--- src/rtl/wb_io_decoder.sv ---
// wb_io_decoder: Wishbone single-master to NUM_SLAVES address decoder.
// Decodes the master address against per-slave MATCH_ADDR/MATCH_MASK (lowest
// index wins), runs one access at a time through IDLE/ACCESS/RESP/DECERR,
// and reports decode, slave and timeout errors on wbm_err_o with a latched
// error address and a saturating error count.
// Optional feature: define WB_IO_DECODER_TIMEOUT_EN to enable the slave
// no-response timeout (TIMEOUT_CYCLES ACCESS cycles).
module wb_io_decoder #(
    parameter int unsigned                NUM_SLAVES     = 8,
    parameter logic [NUM_SLAVES*32-1:0]   MATCH_ADDR     = '0,
    parameter logic [NUM_SLAVES*32-1:0]   MATCH_MASK     = '0,
    parameter int unsigned                TIMEOUT_CYCLES = 255
) (
    input  logic                       wb_clk_i,
    input  logic                       wb_rst_i,
    input  logic [31:0]                wbm_adr_i,
    input  logic [31:0]                wbm_dat_i,
    input  logic [3:0]                 wbm_sel_i,
    input  logic                       wbm_we_i,
    input  logic                       wbm_cyc_i,
    input  logic                       wbm_stb_i,
    input  logic [2:0]                 wbm_cti_i,
    input  logic [1:0]                 wbm_bte_i,
    output logic [31:0]                wbm_dat_o,
    output logic                       wbm_ack_o,
    output logic                       wbm_err_o,
    output logic                       wbm_rty_o,
    output logic [NUM_SLAVES*32-1:0]   wbs_adr_o,
    output logic [NUM_SLAVES*32-1:0]   wbs_dat_o,
    output logic [NUM_SLAVES*4-1:0]    wbs_sel_o,
    output logic [NUM_SLAVES-1:0]      wbs_we_o,
    output logic [NUM_SLAVES-1:0]      wbs_cyc_o,
    output logic [NUM_SLAVES-1:0]      wbs_stb_o,
    output logic [NUM_SLAVES*3-1:0]    wbs_cti_o,
    output logic [NUM_SLAVES*2-1:0]    wbs_bte_o,
    input  logic [NUM_SLAVES*32-1:0]   wbs_dat_i,
    input  logic [NUM_SLAVES-1:0]      wbs_ack_i,
    input  logic [NUM_SLAVES-1:0]      wbs_err_i,
    input  logic [NUM_SLAVES-1:0]      wbs_rty_i,
    output logic [31:0]                err_adr_o,
    output logic [7:0]                 err_cnt_o
);

    localparam int unsigned IDX_W = (NUM_SLAVES > 1) ? $clog2(NUM_SLAVES) : 1;

    localparam logic [1:0] IDLE   = 2'd0;
    localparam logic [1:0] ACCESS = 2'd1;
    localparam logic [1:0] RESP   = 2'd2;
    localparam logic [1:0] DECERR = 2'd3;

    if (NUM_SLAVES < 1 || NUM_SLAVES > 16 || TIMEOUT_CYCLES < 1 || TIMEOUT_CYCLES > 65535) begin : g_bad_cfg
        $error("wb_io_decoder: NUM_SLAVES must be 1..16 and TIMEOUT_CYCLES 1..65535");
    end

    logic [1:0]       state;
    logic [IDX_W-1:0] sel_idx;
    logic [IDX_W-1:0] hit_idx;
    logic             hit;
    logic             resp_ack;
    logic             resp_err;
    logic             resp_rty;
    logic             sel_ack;
    logic             sel_err;
    logic             sel_rty;
    logic [31:0]      sel_dat;
    logic             slave_active;
    logic             timeout;
    logic             log_err;

    // Address decode: first (lowest-index) matching slave wins.
    always_comb begin
        hit     = 1'b0;
        hit_idx = '0;
        for (int unsigned i = 0; i < NUM_SLAVES; i++) begin
            if (!hit && ((wbm_adr_i & MATCH_MASK[i*32 +: 32]) ==
                         (MATCH_ADDR[i*32 +: 32] & MATCH_MASK[i*32 +: 32]))) begin
                hit     = 1'b1;
                hit_idx = IDX_W'(i);
            end
        end
    end

    // Pick the response lines of the slave registered for this access.
    always_comb begin
        sel_ack = 1'b0;
        sel_err = 1'b0;
        sel_rty = 1'b0;
        sel_dat = '0;
        for (int unsigned i = 0; i < NUM_SLAVES; i++) begin
            if (sel_idx == IDX_W'(i)) begin
                sel_ack = wbs_ack_i[i];
                sel_err = wbs_err_i[i];
                sel_rty = wbs_rty_i[i];
                sel_dat = wbs_dat_i[i*32 +: 32];
            end
        end
    end

    // Broadcast master request to all slaves; only the selected one sees cyc/stb.
    // Reset gates cyc/stb immediately so a slave is released in the reset cycle.
    always_comb begin
        slave_active = (state == ACCESS) && !wb_rst_i;
        wbs_adr_o    = '0;
        wbs_dat_o    = '0;
        wbs_sel_o    = '0;
        wbs_we_o     = '0;
        wbs_cti_o    = '0;
        wbs_bte_o    = '0;
        wbs_cyc_o    = '0;
        wbs_stb_o    = '0;
        for (int unsigned i = 0; i < NUM_SLAVES; i++) begin
            wbs_adr_o[i*32 +: 32] = wbm_adr_i;
            wbs_dat_o[i*32 +: 32] = wbm_dat_i;
            wbs_sel_o[i*4 +: 4]   = wbm_sel_i;
            wbs_we_o[i]           = wbm_we_i;
            wbs_cti_o[i*3 +: 3]   = wbm_cti_i;
            wbs_bte_o[i*2 +: 2]   = wbm_bte_i;
            wbs_cyc_o[i]          = slave_active && (sel_idx == IDX_W'(i));
            wbs_stb_o[i]          = slave_active && (sel_idx == IDX_W'(i));
        end
    end

`ifdef WB_IO_DECODER_TIMEOUT_EN
    logic [15:0] to_cnt;

    // Count ACCESS cycles; held at zero outside ACCESS so every entry starts fresh.
    always_ff @(posedge wb_clk_i) begin
        if (wb_rst_i || state != ACCESS) begin
            to_cnt <= '0;
        end else begin
            to_cnt <= to_cnt + 16'd1;
        end
    end

    // Timeout fires in the TIMEOUT_CYCLES-th ACCESS cycle without a response.
    always_comb begin
        timeout = (state == ACCESS) && (to_cnt == 16'(TIMEOUT_CYCLES - 1));
    end
`else
    // No timeout: ACCESS waits for the slave indefinitely.
    always_comb begin
        timeout = 1'b0;
    end
`endif

    // Flag any access that will end in a master error (decode, slave, timeout).
    always_comb begin
        log_err = 1'b0;
        if (state == IDLE && wbm_cyc_i && wbm_stb_i && !hit) begin
            log_err = 1'b1;
        end else if (state == ACCESS && wbm_cyc_i) begin
            log_err = sel_err || (!sel_ack && !sel_rty && timeout);
        end
    end

    // Access sequencer: decode, wait for the slave, present one response cycle.
    always_ff @(posedge wb_clk_i) begin
        if (wb_rst_i) begin
            state     <= IDLE;
            sel_idx   <= '0;
            resp_ack  <= 1'b0;
            resp_err  <= 1'b0;
            resp_rty  <= 1'b0;
            wbm_dat_o <= '0;
        end else begin
            case (state)
                IDLE: begin
                    if (wbm_cyc_i && wbm_stb_i) begin
                        sel_idx <= hit_idx;
                        state   <= hit ? ACCESS : DECERR;
                    end
                end
                ACCESS: begin
                    if (!wbm_cyc_i) begin
                        state <= IDLE;
                    end else if (sel_ack || sel_err || sel_rty) begin
                        // err dominates, then ack, then rty: exactly one is reported
                        state     <= RESP;
                        wbm_dat_o <= sel_dat;
                        resp_err  <= sel_err;
                        resp_ack  <= sel_ack && !sel_err;
                        resp_rty  <= sel_rty && !sel_err && !sel_ack;
                    end else if (timeout) begin
                        state    <= RESP;
                        resp_err <= 1'b1;
                        resp_ack <= 1'b0;
                        resp_rty <= 1'b0;
                    end
                end
                RESP:    state <= IDLE;
                DECERR:  state <= IDLE;
                default: state <= IDLE;
            endcase
        end
    end

    // Error log: address of the latest errored access and a saturating count.
    always_ff @(posedge wb_clk_i) begin
        if (wb_rst_i) begin
            err_adr_o <= '0;
            err_cnt_o <= '0;
        end else if (log_err) begin
            err_adr_o <= wbm_adr_i;
            if (err_cnt_o != 8'hFF) begin
                err_cnt_o <= err_cnt_o + 8'd1;
            end
        end
    end

    // Master response lines, active for the single RESP/DECERR cycle.
    always_comb begin
        wbm_ack_o = !wb_rst_i && (state == RESP) && resp_ack;
        wbm_rty_o = !wb_rst_i && (state == RESP) && resp_rty;
        wbm_err_o = !wb_rst_i && (((state == RESP) && resp_err) || (state == DECERR));
    end

endmodule

--- config.mk ---
export PLATFORM = sky130hd
export DESIGN_NAME = wb_io_decoder
export DESIGN_NICKNAME = d
export VERILOG_FILES = /design/src/rtl/wb_io_decoder.sv
export SDC_FILE = /design/constraint.sdc
export NUM_CORES = 1
export LEC_CHECK = 0
export ABC_CLOCK_PERIOD_IN_PS = 3900
export CORE_AREA = 2 2 406 408
export DETAILED_ROUTE_END_ITERATION = 10
export DIE_AREA = 0 0 408 410
export HOLD_SLACK_MARGIN = 0.05
export SLEW_MARGIN = 5
export SYNTH_ARGS = -nofsm -noshare
export SYNTH_HDL_FRONTEND = slang
export SYNTH_SLANG_ARGS = --single-unit
export TNS_END_PERCENT = 10
--- constraint.sdc ---
create_clock -name wb_clk_i -period 3.9 [get_ports wb_clk_i]
set_input_delay 0.585 -clock wb_clk_i [delete_from_list [all_inputs] [get_ports wb_clk_i]]
set_output_delay 0.585 -clock wb_clk_i [all_outputs]
set_load 0.02 [all_outputs]
; Word-level counts from Yosys, hierarchy flattened
; Cells that the tools add are included.
[classes]
add_sub_neg = 1
n_eq_ne = 6
muxes = 5
n_reduce_logical = 22
[op_table]
columns = cell, count
row1 = logical AND 1 bit, 11
row2 = "adder 8 x 1 -> 8 bit, second input constant", 1
row3 = "inequality test 8 bit, second input constant", 1
row4 = 2-to-1 mux 2 bit, 3
row5 = one-hot mux 2 bit (3 select lines), 1
row6 = "equality test 2 bit, second input constant", 2
row7 = AND reduction 2 bit, 2
row8 = zero test 1 bit, 3
row9 = logical OR 1 bit, 3
row10 = "inequality test 3 x 2 -> 1 bit, second input constant", 1
row11 = AND reduction 3 bit, 1
row12 = "equality test 2 x 1 -> 1 bit, second input constant", 1
row13 = zero test 2 bit, 1
row14 = "inequality test 2 x 1 -> 1 bit, second input constant", 1
row15 = OR reduction 2 bit, 1
row16 = 2-to-1 mux 1 bit, 1
[totals]
regBits = 77
output_inout_bits = 683

; Logic depth before layout (Yosys ltp)
[depth]
word_depth = 5
ltp_mapped = 7
ltp_nobuf = 5

; Worst setup path after synthesis
; Ideal clock, no wire load.
[synth_timing]
path_kind = input to output
start = input wb_rst_i
end = output wbm_ack_o
arrival_ns = 1.470
path_slack_ns = 1.845
path_stages = 2
path_buffers = 1
cell_sequence = clkbuf_1 nor4bb_1
[synth_via]
elab_chain_cells = 3
[synth_rtl]
columns = item, line_no
row1 = "start, declared", 15  ; input logic wb_rst_i,
row2 = zero test 1 bit, 212  ; wbm_ack_o = !wb_rst_i && (state == RESP) && resp_ack;
row3 = logical AND 1 bit (2 in series), 212
row4 = "end, declared", 25  ; output logic wbm_ack_o,
; No other way between the ends.

; Final worst setup path
[layout_timing]
start = input wbm_adr_i[28]
end = output wbs_adr_o[60]
[layout_lines]
columns = item, line_no
row1 = "start, declared", 16  ; input logic [31:0] wbm_adr_i,
row2 = "end, declared", 28  ; output logic [NUM_SLAVES*32-1:0] wbs_adr_o,
; No word-level cell between the ends.

==> out/summary.md <==
• Slew Limit Headroom: 0.3406
• total of cells resized after clock tree synthesis: 0
• Syn. warnings: 0
• Placer Congestion: 0.7307
• Fin. Hold Viols: 0
• portion of synthesized cell area occupied by the leading cell type: 0.6203
• Setup crit start: wbm_adr_i[28]
• total negative slack: 0 ps
• height of the die: 410 um
• clock transition time at the flip-flop clock pins of the worst setup and hold paths: 60 ps
• launch instance of the worst register-to-register path: state[0]
• global-route wire length before repair: 43.28 mm
• number of vias in the routed layout: 4,548
• Commonest cells post-synth: 613 x sky130_fd_sc_hd__buf_4, 129 x sky130_fd_sc_hd__nand2_1, 77 x sky130_fd_sc_hd__dfxtp_1
• final period utilization: 0.7475
• clk buf depth: 2
• maximum clock frequency: 0.3430 GHz
• input/output buffers: 403
• synthesis-to-layout area growth: 34.27%
• post-placement setup slack: 969.2 ps
• run status: complete, no violations
• max-slew violation count: 0
• reg2reg path depth: 4
• number of iterations in the first detailed-routing pass: 4
• type of element capturing the critical path: output port
• path class of the lowest-slack min-delay path: reg -> reg
• worst min-delay path endpoint: err_adr_o[14]
• Max Cap Viol: 0
• Leakage Power: 2.671 nW
• largest area contributor in the synthesized netlist: sky130_fd_sc_hd__buf_4
• Worst Clk Skew: 26.72 ps
• total overflow reported by the global router: 0
• share of async-settable or async-resettable flops after synthesis: 0
• Hold Path Cell Cnt: 2
• remaining number of nets flagged by the antenna check after routing: 0
• average footprint of a synthesized cell: 7.727 um^2
• biggest area contributors in the synthesized netlist: sky130_fd_sc_hd__buf_4 62%, sky130_fd_sc_hd__dfxtp_1 21%, sky130_fd_sc_hd__nand2_1 6.5%
• CTS Sinks: 77
• beginning of the worst hold path: err_adr_o[14]
• FF-to-FF End: err_adr_o[6]
• RSZ-0062 raised after global routing: no
• insertion delay to the later sink of the worst-skew pair: 420 ps
• DRC errors left: 0
• sequential-to-total area share from yosys stat: 0.2078
• count of unique library cells instantiated by Yosys: 33
• initial cell density of the core: 0.04537
• Die Outline Area: 167,300 um^2
• number of top-level pins: 1,041
• wire length per cell: 11.87 um
• Max stage delay on crit path: 980 ps
• library cell used as clock root buffer: sky130_fd_sc_hd__clkbuf_16
• register-to-register path setup slack: 1840 ps
• worst vdd rail ir drop: 264.8 uV
• flops & latches, synth: 77
• HPWL reported at the end of detailed placement: 30.32 mm
• Post-Syn Area: 7418 um^2
• Avg Vias per Cell: 1.533
• FP Rows: 149
• worst-path fanout max: 9
• area of the core: 163,500 um^2
• cts bufs inserted: 9
• number of antenna violations at the first check in global routing: 12
• depth of the CTS H-tree: 3
• Routed WL: 35.22 mm
• arrival time at the worst endpoint: 2330 ps
• predominant post-synthesis flop cell: sky130_fd_sc_hd__dfxtp_1
• cell type of the slowest stage on the worst timing path: sky130_fd_sc_hd__clkdlybuf4s50_1
• CP startpoint kind: input pin
• Crit path buffers/inverters: 2
• CTS tree: built
• final setup vio count: 0
• starting DRC count in detailed routing: 95
• overall routing resource usage: 0.04131
• final period demand of the worst path: 2915 ps
• power density cells: 248.8 nW/um^2
• horizontal die dimension: 408 um
• required time of the worst setup path: 3310 ps
• most repeated library cell on the critical path: sky130_fd_sc_hd__clkdlybuf4s50_1
• number of global-route vias before repair: 4,381
• post-synthesis instance total: 960
• Post-layout nets: 1,123
• worst slew pin tran: 989.1 ps
• worst setup margin: 984.8 ps
• most frequently used cell type in the post-synthesis netlist: sky130_fd_sc_hd__buf_4
• number of hold buffers added after cts: 0
• number of buffers inserted to repair setup after CTS: 0
• critical path start-end classification: in -> out
• ordered cell list for the critical path: clkdlybuf4s50_1 -> clkdlybuf4s50_1
• cell family with most CP delay: buffers and inverters
• largest net degree at the start of global routing: 45
• Post-synth EDFFs: 0
• share of post-route cells with drive strength above 1: 0.04031
-- metal layers --
metal	wire, um	global-route usage	up-vias	share of wire
met1	10580	0.03373	1951	0.30
met4	1123	0.01941	2	0.032
met3	6948	0.03812	49	0.20
met2	16550	0.06753	559	0.47
met5	18	0	-	0.00051
li1	-	-	1987	-
-- metrics by stage --
stage	power [mW]	instance area, um^2	util	hold slack, ps	std cells
after floorplan	1.784	7467	-	458.0	973
after global placement	1.535	9638	0.05895	442.9	2942
after detailed placement	1.539	9638	0.05895	445.8	2942
after CTS	2.589	9938	0.06079	455.5	2958
after global routing	2.620	9938	0.06079	468.9	2958
final	2.478	9961	0.06092	452.5	2967
-- cells in the final DEF, fill, tap and decap left out, drive strengths merged --
cell / Yosys / final
and3b: 1 / 1
nand2b: 1 / 1
clkinvlp: 0 / 2
bufinv: 0 / 1
nor4: 1 / 1
clkbuf: 10 / 10
clkdlybuf4s50: 0 / 402
diode: 0 / 9
a21oi: 68 / 68
mux2i: 2 / 2
nand4: 1 / 1
dfxtp: 77 / 77
o211ai: 2 / 2
inv: 0 / 2
nand3: 2 / 2
xor2: 5 / 5
ha: 1 / 1
nor3b: 2 / 2
nor2b: 2 / 2
buf: 622 / 10
and2: 1 / 1
and3: 2 / 2
nand4b: 1 / 1
nor4bb: 2 / 2
a2bb2oi: 1 / 1
nor2: 15 / 15
nor4b: 1 / 1
nand3b: 1 / 1
nand2: 129 / 129
o21ai: 1 / 1
o2111ai: 2 / 2
nor3: 4 / 4
clkinv: 0 / 1
a211oi: 1 / 1
and4b: 1 / 1
conb: 1 / 14
-- layout make-up --
type                       count  area (um^2)
multi-input combinational    264         1259
fill                       19250       153500
clock buffer                  10        229.0
sequential                    77         1541
clock inverter                 6        71.32
tap                         2189         2739
timing repair buffer         412         4099
antenna                        9        22.52
-- kinds of logic (layout without fill, tap and decap cells) --
logic type | count (synthesis) | count (layout) | share of synthesized area
DFF | 77 | 77 | 0.2078
AOI/OAI and AO/OA | 75 | 75 | 0.05313
xor gates and xnor gates | 5 | 5 | 0.005903
and+or+nand+nor | 167 | 167 | 0.09681
other | 1 | 23 | 0.0005055
muxes | 2 | 2 | 0.002699
buffers and inverters | 632 | 428 | 0.6315
adders and majority gates | 1 | 1 | 0.001686
-- sequential cells by signal (all words and copies together), names as in the netlist --
name       cells
err_adr_o     32
resp_err       1
wbm_dat_o     32
state          2
resp_ack       1
err_cnt_o      8
resp_rty       1
-- power breakdown --
group	internal (mW)	total [mW]	switching (mW)
Combinational	0.315	0.704	0.389
Clock	0.502	0.969	0.467
Sequential	0.798	0.805	0.00741
Total	1.61	2.48	0.864
-- how the worst max path moves through the flow --
stage,slack (ps),endpoint,cells past startpoint
2_1_floorplan,1850,wbm_ack_o,2
3_3_place_gp,990,wbm_ack_o,3
3_5_place_dp,970,wbm_rty_o,3
4_1_cts,970,wbm_rty_o,3
5_1_grt,890,wbm_ack_o,2
6_report,980,wbs_adr_o[60],2
Note: power is estimated with default switching activity, not from simulation.
